<file path="src/rtl/data_sram_responder_pkg.sv">
// rtl/data_sram_responder_pkg.sv - shared field widths and helpers for the data SRAM responder
package data_sram_responder_pkg;

    // Response-channel field widths shared by the responder and its queue.
    localparam int DATA_W = 32;
    localparam int STRB_W = 4;
    localparam int SIZE_W = 2;
    localparam int ADDR_W = 32;

    // Write completions carry no data; reads carry whatever the RAM returned.
    function automatic logic [DATA_W-1:0] resp_word(input logic is_wr,
                                                    input logic [DATA_W-1:0] rd);
        return is_wr ? '0 : rd;
    endfunction

endpackage

</file>
<file path="src/rtl/data_sram_responder_resp_fifo.sv">
// rtl/data_sram_responder_resp_fifo.sv - in-order response queue
// Ports: clk/reset (sync, active-high); push/push_data write the tail;
// pop retires the head; head is the oldest entry; empty/count report occupancy.
module resp_fifo
    import data_sram_responder_pkg::*;
#(
    parameter int DEPTH = 2,
    parameter int WIDTH = DATA_W
) (
    input  logic                           clk,
    input  logic                           reset,
    input  logic                           push,
    input  logic [WIDTH-1:0]               push_data,
    input  logic                           pop,
    output logic [WIDTH-1:0]               head,
    output logic                           empty,
    output logic [$clog2(DEPTH+1)-1:0]     count
);

    localparam int PW = (DEPTH > 1) ? $clog2(DEPTH) : 1;
    localparam int CW = $clog2(DEPTH + 1);

    logic [WIDTH-1:0] mem [DEPTH];
    logic [PW-1:0]    wr_ptr;
    logic [PW-1:0]    rd_ptr;
    logic [CW-1:0]    cnt;

    // Explicit wrap so non-power-of-two pointer widths stay correct too.
    function automatic logic [PW-1:0] next_ptr(input logic [PW-1:0] p);
        return (p == PW'(DEPTH - 1)) ? '0 : p + 1'b1;
    endfunction

    always_ff @(posedge clk) begin
        if (push) begin
            mem[wr_ptr] <= push_data;
        end
    end

    always_ff @(posedge clk) begin
        if (reset) begin
            wr_ptr <= '0;
            rd_ptr <= '0;
            cnt    <= '0;
        end else begin
            if (push) begin
                wr_ptr <= next_ptr(wr_ptr);
            end
            if (pop) begin
                rd_ptr <= next_ptr(rd_ptr);
            end
            if (push && !pop) begin
                cnt <= cnt + 1'b1;
            end else if (pop && !push) begin
                cnt <= cnt - 1'b1;
            end
        end
    end

    assign head  = mem[rd_ptr];
    assign empty = (cnt == '0);
    assign count = cnt;

endmodule

</file>
<file path="src/rtl/data_sram_responder.sv">
// rtl/data_sram_responder.sv - data_sram slave driving a 1-cycle synchronous RAM
// Ports: clk/reset (sync, active-high); data_sram_* request/response channel
// (req/wr/size/wstrb/addr/wdata in, addr_ok/data_ok/rdata out);
// ram_* word-addressed RAM port (en/we/addr/wdata out, rdata in one cycle after en).
module data_sram_responder
    import data_sram_responder_pkg::*;
#(
    parameter int MAX_OUTST = 2,
    parameter int RESP_LAT  = 0,
    parameter int RAM_AW    = 16
) (
    input  logic                clk,
    input  logic                reset,
    input  logic                data_sram_req,
    input  logic                data_sram_wr,
    input  logic [SIZE_W-1:0]   data_sram_size,
    input  logic [STRB_W-1:0]   data_sram_wstrb,
    input  logic [ADDR_W-1:0]   data_sram_addr,
    input  logic [DATA_W-1:0]   data_sram_wdata,
    output logic                data_sram_addr_ok,
    output logic                data_sram_data_ok,
    output logic [DATA_W-1:0]   data_sram_rdata,
    output logic                ram_en,
    output logic [STRB_W-1:0]   ram_we,
    output logic [RAM_AW-1:0]   ram_addr,
    output logic [DATA_W-1:0]   ram_wdata,
    input  logic [DATA_W-1:0]   ram_rdata
);

    localparam int OCW = $clog2(MAX_OUTST + 1);

    logic [OCW-1:0]    outst_cnt;
    logic              ret_v;
    logic              ret_wr;
    logic [3:0]        hd_cnt;
    logic              accept;
    logic              q_push;
    logic              q_pop;
    logic              q_empty;
    logic [OCW-1:0]    q_count;
    logic [DATA_W-1:0] q_head;
    logic              new_head;

    // outst_cnt covers the return slot and the queue, so it also keeps the
    // queue from ever overflowing.
    assign data_sram_addr_ok = ~reset & (outst_cnt < OCW'(MAX_OUTST));
    assign accept            = data_sram_req & data_sram_addr_ok;

    assign ram_en    = accept;
    assign ram_we    = accept ? ({STRB_W{data_sram_wr}} & data_sram_wstrb) : '0;
    assign ram_addr  = data_sram_addr[RAM_AW+1:2];
    assign ram_wdata = data_sram_wdata;

    assign q_push = ret_v;

    assign data_sram_data_ok = ~reset & ~q_empty & (hd_cnt == 4'd0);
    assign data_sram_rdata   = data_sram_data_ok ? q_head : '0;
    assign q_pop             = data_sram_data_ok;

    // A fresh head appears on a push into an empty queue, or on a pop that
    // leaves something behind (including the entry pushed in the same cycle).
    assign new_head = (q_push & q_empty) |
                      (q_pop & ((q_count > OCW'(1)) | q_push));

    resp_fifo #(
        .DEPTH (MAX_OUTST),
        .WIDTH (DATA_W)
    ) u_resp_fifo (
        .clk       (clk),
        .reset     (reset),
        .push      (q_push),
        .push_data (resp_word(ret_wr, ram_rdata)),
        .pop       (q_pop),
        .head      (q_head),
        .empty     (q_empty),
        .count     (q_count)
    );

    always_ff @(posedge clk) begin
        if (reset) begin
            ret_v     <= 1'b0;
            ret_wr    <= 1'b0;
            hd_cnt    <= 4'd0;
            outst_cnt <= '0;
        end else begin
            ret_v  <= accept;
            ret_wr <= data_sram_wr;

            if (new_head) begin
                hd_cnt <= 4'(RESP_LAT);
            end else if (!q_empty && hd_cnt != 4'd0) begin
                hd_cnt <= hd_cnt - 4'd1;
            end

            if (accept && !q_pop) begin
                outst_cnt <= outst_cnt + 1'b1;
            end else if (q_pop && !accept) begin
                outst_cnt <= outst_cnt - 1'b1;
            end
        end
    end

    // Size is informational and the low/high address bits are not part of
    // the word address; fold them so they are visibly consumed.
    logic unused_bits;
    if (RAM_AW < 30) begin : g_hi_bits
        assign unused_bits = ^{data_sram_size, data_sram_addr[1:0],
                               data_sram_addr[ADDR_W-1:RAM_AW+2]};
    end else begin : g_no_hi_bits
        assign unused_bits = ^{data_sram_size, data_sram_addr[1:0]};
    end

endmodule

</file>
<file path="config.mk">
export PLATFORM = sky130hd
export DESIGN_NAME = data_sram_responder
export DESIGN_NICKNAME = d
export VERILOG_FILES = /design/src/rtl/data_sram_responder_pkg.sv /design/src/rtl/data_sram_responder_resp_fifo.sv /design/src/rtl/data_sram_responder.sv
export SDC_FILE = /design/constraint.sdc
export NUM_CORES = 1
export LEC_CHECK = 0
export ABC_AREA = 1
export CAP_MARGIN = 20
export CORE_ASPECT_RATIO = 0.9
export CORE_MARGIN = 8
export CORE_UTILIZATION = 41
export DETAILED_ROUTE_END_ITERATION = 12
export PLACE_DENSITY = 0.92
export SLEW_MARGIN = 20
export SYNTH_ARGS = -nofsm -noshare
export SYNTH_HDL_FRONTEND = slang
export SYNTH_SLANG_ARGS = --single-unit
</file>
<file path="constraint.sdc">
create_clock -name clk -period 2.5 [get_ports clk]
set_clock_uncertainty 0.05 [all_clocks]
set_input_delay 0.375 -clock clk [delete_from_list [all_inputs] [get_ports clk]]
set_output_delay 0.375 -clock clk [all_outputs]
set_load 0.05 [all_outputs]
</file>
==> flow_summary_export.csv, run 1 <==
group,metric,value,unit
sta,relSlewSlack,0.6270,
layout,fill_cells,806,
clocking,cts_buffer_depth,2,
power,ir_drop,0.0004859,V
global_route,grt_pass1_vias,2548,
clocking,numCtsBuffers,9,
power,power,4742,uW
sta,fmax,418.6,MHz
yosys,yosys_warnings,0,
global_route,grt_overflow_total,0,
global_route,grt_max_degree,37,
yosys,synth.distinct_cells,24,
drt,drtIter0Drc,81,
global_route,grtUsageTotal,0.1217,
floorplanning,core_area,9125,um2
min_path,hold_class,"reg -> reg",
layout,nNetsFinal,536,
layout,utilization,0.5079,
yosys,synth_seq_cells,77,
yosys,synth_top_area_frac,0.4992,
drt,via_per_inst,4.693,
floorplanning,ioPinCount,193,
status,status,"finished clean",
sta,worst_slew_pin_slew,0.5581,ns
critical_path,critical_path_class,"reg -> out",
global_route,antenna_found_initial,0,
drt,vias,2586,
sta,setup_violations,0,
clocking,path_clk_slew,0.08,ns
clocking,clock-sinks,77,
drt,drt-pass1-iter-count,5,
critical_path,critPathBufInv,2,
critical_path,critPathLaunchType,"register",
critical_path,crit_slowest_cell,"dfxtp_1",
yosys,seq_area_frac_synth,0.5668,
sta,fin_setup_tns,0,ns
yosys,synth_area_leader_cell,"edfxtp_1",
sta,hold_violations,0,
critical_path,ff2ff_path_depth,9,
yosys,syn-instance-count,388,
clocking,cts_root_buf,"clkbuf_8",
clocking,clk_latency,0.34,ns
yosys,avgSynthCellArea,9.923,um2
critical_path,endpoint_kind,"output port",
yosys,synthesis.area,3850,um2
critical_path,worstPathRequired,2.08,ns
drt,post-route-drc-count,0,
drt,wl,8162,um
critical_path,critical-path-top-delay-family,"simple AND/OR/NAND/NOR gates",
power,power.density,1023,nW/um2
clocking,tritoncts,"built",
floorplanning,die_area,12750,um2
drt,wl_per_cell,14.81,um
sta,worst_slack,0.1108,ns
clocking,post_cts_buffers,0,
yosys,synth_area_leaders,"edfxtp_1 50%, buf_4 9.4%, nand2_1 8.5%",
drt,antenna_left,0,
clocking,cts-htree-levels,3,
critical_path,cp_max_fo,18,
sta,final.period_utilization,0.9557,
floorplanning,row_count,33,
floorplanning,chipWidth,118.1,um
layout,syn_to_final_growth,20.38,%
critical_path,cp_num_cells,6,
min_path,min_delay_path_depth,2,
critical_path,crit_chain,"inv_1 -> ha_1 -> nor2_4 -> nand2_4 -> a21oi_1 -> buf_4",
place,port_buffers,78,
critical_path,slowest_delay,0.39,ns
place,place_ws,0.2335,ns
global_route,grt_pass1_wl,12410,um
sta,final.min_clock_period,2.389,ns
power,p_leak,0.001897,uW
floorplanning,start_util,0.4219,
yosys,synth_nets,500,
sta,hold_ws,0.4333,ns
sta,grt_setup_unrepaired,"false",
place,hpwl,5644,um
layout,antenna_cells,0,
critical_path,arrival,1.96,ns
flow_run,drv_cap,0,
sta,slew_viol_final,0,
layout,drive_above_1_share,0.2331,
floorplanning,fp.dieH,107.9,um
place,place_congestion,0.6998,
report_power, final:
part	internal, uW	switching [uW]	total (uW)
clock network	460	449	909
registers	1540	73.5	1610
logic	682	1540	2220
total	2680	2060	4740
registers in the layout, indices dropped and copies added, names as in the netlist, named ones only:
register and count:
q_push 1, u_resp_fifo.rd_ptr 1, ret_wr 1, outst_cnt 2, u_resp_fifo.count 2, hd_cnt 4, u_resp_fifo.wr_ptr 1, u_resp_fifo.mem 64
per-layer routing:
| metal | track usage | vias to the layer above | routed length, um |
|---|---|---|---|
| li1 | - | 1244 | - |
| met1 | 0.1327 | 1216 | 3303 |
| met2 | 0.2084 | 92 | 4054 |
| met3 | 0.04531 | 34 | 578 |
| met4 | 0.05936 | 0 | 225 |
| met5 | 0 | - | 0 |
layout by cell type (no fill, tap or decap), drive strengths merged:
cell	instances
bufinv	1
a21oi	39
clkdlybuf4s50	39
ha	6
edfxtp	64
xor2	3
nor2	48
buf	47
nor3b	2
clkinv	2
inv	56
o21ai	2
xnor2	1
nor3	1
nand2	90
nand3	3
clkbuf	10
dfxtp	13
clkinvlp	2
stage by stage:
step	cell area, um2	instances
after floorplan	3855	388
after global placement	4428	534
after detailed placement	4428	534
after CTS	4618	550
after global routing	4634	551
final	4634	551
repair_timing:
| action | 4_1_cts | 5_1_grt |
|---|---|---|
| hold buffers | 0 | 0 |
| endpoints found under the hold margin | 0 | 0 |
| endpoints found under the setup margin | 0 | 30 |
| gates resized for setup | 0 | 1 |
cell usage after synthesis:
| cell | n |
|---|---|
| nand2_1 | 87 |
| edfxtp_1 | 64 |
| inv_1 | 53 |
| buf_4 | 48 |
| nor2_1 | 45 |
| a21oi_2 | 29 |
| dfxtp_1 | 13 |
| a21oi_1 | 10 |
| buf_2 | 6 |
| ha_1 | 6 |
| clkbuf_1 | 5 |
| buf_6 | 3 |
| nand3_1 | 3 |
| xor2_1 | 3 |
| inv_2 | 2 |
| nor2_2 | 2 |
| nor3b_1 | 2 |
| nand2_4 | 1 |
| nand2_8 | 1 |
| nor2_8 | 1 |
| nor3_1 | 1 |
| o21ai_0 | 1 |
| o21ai_1 | 1 |
| xnor2_1 | 1 |
final timing paths:
check                                    startpoint                   endpoint  slack (ns)
hold reg to reg              hd_cnt[0]$_SDFFE_PP0P_     hd_cnt[0]$_SDFFE_PP0P_        0.43
setup / recovery  u_resp_fifo.count[0]$_SDFFE_PP0P_         data_sram_rdata[1]        0.11
hold / removal               hd_cnt[0]$_SDFFE_PP0P_     hd_cnt[0]$_SDFFE_PP0P_        0.43
setup reg to reg  u_resp_fifo.count[0]$_SDFFE_PP0P_  outst_cnt[1]$_SDFFE_PP0P_        0.37
tightest hold or removal path, stage by stage, from the launching register on:
cell     delay (ns)
dfxtp_1        0.31
nand2_1        0.06
a21oi_1        0.06
layout make-up:
cell class / instances / area (um2) / share of cell area
sequential: 77 / 2182 / 0.4708
clock buffer: 10 / 127.6 / 0.02754
tap: 122 / 152.6 / 0.03294
inverter: 55 / 206.4 / 0.04455
multi-input combinational: 195 / 1047 / 0.2260
timing repair buffer: 86 / 855.8 / 0.1847
clock inverter: 6 / 62.56 / 0.01350
cell families (layout without fill, tap and decap cells):
family                   Yosys count  after routing  share of synthesized area
AO/OA/AOI/OAI                     41             41                    0.08157
XOR/XNOR                           4              4                   0.009101
adder cells (fa/ha/maj)            6              6                    0.01950
buffers and inverters            117            157                     0.1687
flip-flops                        77             77                     0.5668
AND/OR/NAND/NOR                  143            144                     0.1544
No activity file was read; power rests on OpenSTA's default activity.
==> run 2: changes to the inputs <==
--- a/config.mk
+++ b/config.mk
@@ -11,8 +11,9 @@
 export CORE_MARGIN = 8
 export CORE_UTILIZATION = 41
 export DETAILED_ROUTE_END_ITERATION = 12
-export PLACE_DENSITY = 0.92
+export PLACE_DENSITY = 0.9
 export SLEW_MARGIN = 20
 export SYNTH_ARGS = -nofsm -noshare
 export SYNTH_HDL_FRONTEND = slang
+export SYNTH_HIERARCHICAL = 1
 export SYNTH_SLANG_ARGS = --single-unit
==> flow_summary_export.csv, run 2 <==
group,metric,value,unit
critical_path,critPathBufInv,3,
yosys,synth_common_cells,"91 x inv_1, 81 x nor2_1, 64 x edfxtp_1",
critical_path,critical-path-top-delay-family,"buffers and inverters",
drt,via_per_inst,4.431,
drt,antenna_left,0,
layout,drive_above_1_share,0.2309,
drt,wl_per_cell,13.52,um
critical_path,crit_start,"hd_cnt[0]$_SDFFE_PP0P_",
sta,worst_slew_pin_slew,0.4461,ns
clocking,cts_buffer_depth,2,
yosys,synth_seq_cells,77,
layout,largest_reg_flops,64,
sta,final.min_clock_period,2.337,ns
sta,setup_violations,0,
global_route,top_usage_layer,"met2",
place,port_buffers,78,
power,combPwrFrac,0.383,
layout,antenna_cells,0,
yosys,synth_top_area_frac,0.4747,
clocking,clock-sinks,77,
global_route,antenna_found_initial,0,
floorplanning,fp.dieH,110.3,um
clocking,path_clk_slew,0.08,ns
global_route,met2_usage,0.2243,
global_route,grtUsageMet3,0.04073,
critical_path,critPathLaunchType,"register",
yosys,syn-instance-count,390,
power,power.density,801.7,nW/um2
yosys,yosys_most_used_dff,"edfxtp_1",
sta,grt_setup_unrepaired,"false",
yosys,synthesis.area,4049,um2
critical_path,cp_max_fo,32,
sta,relSlewSlack,0.7026,
floorplanning,start_util,0.4193,
power,power.share.clock,0.241,
global_route,grtUsageTotal,0.1152,
critical_path,setup.worst_path.end,"data_sram_rdata[0]",
sta,final.period_utilization,0.9349,
global_route,grt_max_degree,33,
critical_path,slowest_delay,0.32,ns
yosys,synth_edf_count,64,
floorplanning,die_area,13320,um2
global_route,grt_overflow_total,0,
yosys,seq_area_frac_synth,0.5389,
drt,vias,2477,
yosys,synth_area_leader_cell,"edfxtp_1",
drt,post-route-drc-count,0,
critical_path,ff2ff_path_depth,13,
sta,fmax,427.9,MHz
critical_path,cp_num_cells,8,
drt,drtIter0Drc,69,
global_route,grt_pass1_vias,2625,
place,hpwl,5451,um
yosys,avgSynthCellArea,10.38,um2
drt,drt-pass1-iter-count,4,
flow_run,drv_cap,0,
clocking,tritoncts,"built",
critical_path,worstPathRequired,2.08,ns
critical_path,r2r_end,"u_resp_fifo/count[1]$_SDFFE_PP0P_",
floorplanning,core_area,9657,um2
min_path,hold_class,"reg -> reg",
power,p_sw_frac,0.3231,
floorplanning,row_count,34,
clocking,ctsResizeCount,0,
critical_path,rr_startpoint,"hd_cnt[0]$_SDFFE_PP0P_",
clocking,cts-htree-levels,3,
critical_path,endpoint_kind,"output port",
layout,nNetsFinal,538,
critical_path,r2r_slack,0.66,ns
global_route,grt_pass1_wl,12040,um
yosys,synth.distinct_cells,22,
yosys,synthArstFlopShare,0,
yosys,yosys_warnings,6,
yosys,synth_area_leaders,"edfxtp_1 47%, mux2_4 11%, buf_4 8.9%",
power,p_leak,0.002303,uW
sta,slew_viol_final,0,
critical_path,critical_path_class,"reg -> out",
sta,hold_ws,0.4630,ns
floorplanning,ioPinCount,193,
power,ir_drop,0.0005035,V
clocking,numCtsBuffers,9,
global_route,met1_usage,0.1040,
place,place_congestion,0.6782,
clocking,holdBufCountCts,0,
layout,top_regs,"u_resp_fifo/mem x64, hd_cnt x4",
power,power.switching,1339,uW
critical_path,crit_slowest_cell,"dfxtp_1",
sta,hold_violations,0,
layout,layout_common_cells,"91 x inv_1, 80 x nor2_1, 64 x edfxtp_1, 39 x clkdlybuf4s50_1, 38 x buf_12",
floorplanning,chipWidth,120.8,um
power,power_frac_seq,0.376,
yosys,synth_nets,500,
clocking,post_cts_buffers,0,
sta,fin_setup_tns,0,ns
critical_path,crit_chain,"inv_1 -> ha_1 -> nand2_1 -> nor2_2 -> nand2_2 -> buf_4 -> nor2_1 -> buf_12",
layout,syn_to_final_growth,27.66,%
clocking,cts_root_buf,"clkbuf_8",
drt,wl,7559,um
critical_path,arrival,1.91,ns
power,p_int,2805,uW
status,status,"finished clean",
layout,final_common_cell,"inv_1",
clocking,clk_latency,0.33,ns
yosys,yosysMostFrequentCell,"inv_1",
layout,top_register,"u_resp_fifo/mem",
-- run 2: kinds of logic (layout without fill, tap and decap cells) --
logic type               after synthesis  count (layout)  share of synthesized area
buffers and inverters                149             192                     0.2021
AND/OR/NAND/NOR                      120             120                     0.1171
flip-flops                            77              77                     0.5389
multiplexers                          32              32                     0.1168
AO/OA/AOI/OAI                          5               5                   0.006179
adder cells (fa/ha/maj)                4               4                    0.01236
XOR/XNOR                               3               3                   0.006491
-- run 2: worst min path at each step --
stage                                    startpoint                      to  slack, ns  cells past startpoint
after floorplan                               reset       ret_wr$_SDFF_PP0_       0.40                      1
after global placement       hd_cnt[3]$_SDFFE_PP0P_  hd_cnt[3]$_SDFFE_PP0P_       0.43                      2
after detailed placement     hd_cnt[3]$_SDFFE_PP0P_  hd_cnt[3]$_SDFFE_PP0P_       0.45                      2
after CTS                    hd_cnt[3]$_SDFFE_PP0P_  hd_cnt[3]$_SDFFE_PP0P_       0.47                      2
after global routing      outst_cnt[1]$_SDFFE_PP0P_       q_push$_SDFF_PP0_       0.47                      1
final                        hd_cnt[3]$_SDFFE_PP0P_  hd_cnt[3]$_SDFFE_PP0P_       0.46                      2
-- run 2: cell type report --
type / count / area, um2
timing repair buffer: 85 / 1211
sequential: 77 / 2183
tap: 126 / 157.7
multi-input combinational: 164 / 1061
inverter: 91 / 341.6
fill: 799 / 4488
clock buffer: 9 / 123.9
clock inverter: 7 / 90.09
-- run 2: worst min-delay path, delay by kind of cell (launching register included) --
family	cells	cell delay, ns
flip-flops	1	0.34
AND/OR/NAND/NOR	1	0.07
AO/OA/AOI/OAI	1	0.06
-- run 2: power by group through the flow --
stage / registers (uW) / logic [uW] / clock network, uW
detailed placement: 1590 / 1610 / 0
global route: 1570 / 1700 / 1080
floorplan: 1570 / 1260 / 0
global placement: 1580 / 1570 / 0
CTS: 1560 / 1610 / 1020
finish: 1560 / 1590 / 997
-- run 2: layer usage --
layer | part of all wire | wire length, um
met5 | 0 | 0
met4 | 0.027 | 204
met3 | 0.066 | 497
met2 | 0.53 | 4030
met1 | 0.37 | 2826
-- run 2: per-stage QoR --
step / area [um2] / worst slack, ns / util / power [uW] / cells
finish: 5169 / 0.1627 / 0.5352 / 4144 / 559
global route: 5169 / 0.01431 / 0.5352 / 4347 / 559
CTS: 5169 / 0.1392 / 0.5352 / 4192 / 559
detailed placement: 4955 / 0.3433 / 0.5131 / 3194 / 543
global placement: 4955 / 0.4015 / 0.5131 / 3146 / 543
floorplan: 4054 / 0.05825 / - / 2830 / 390
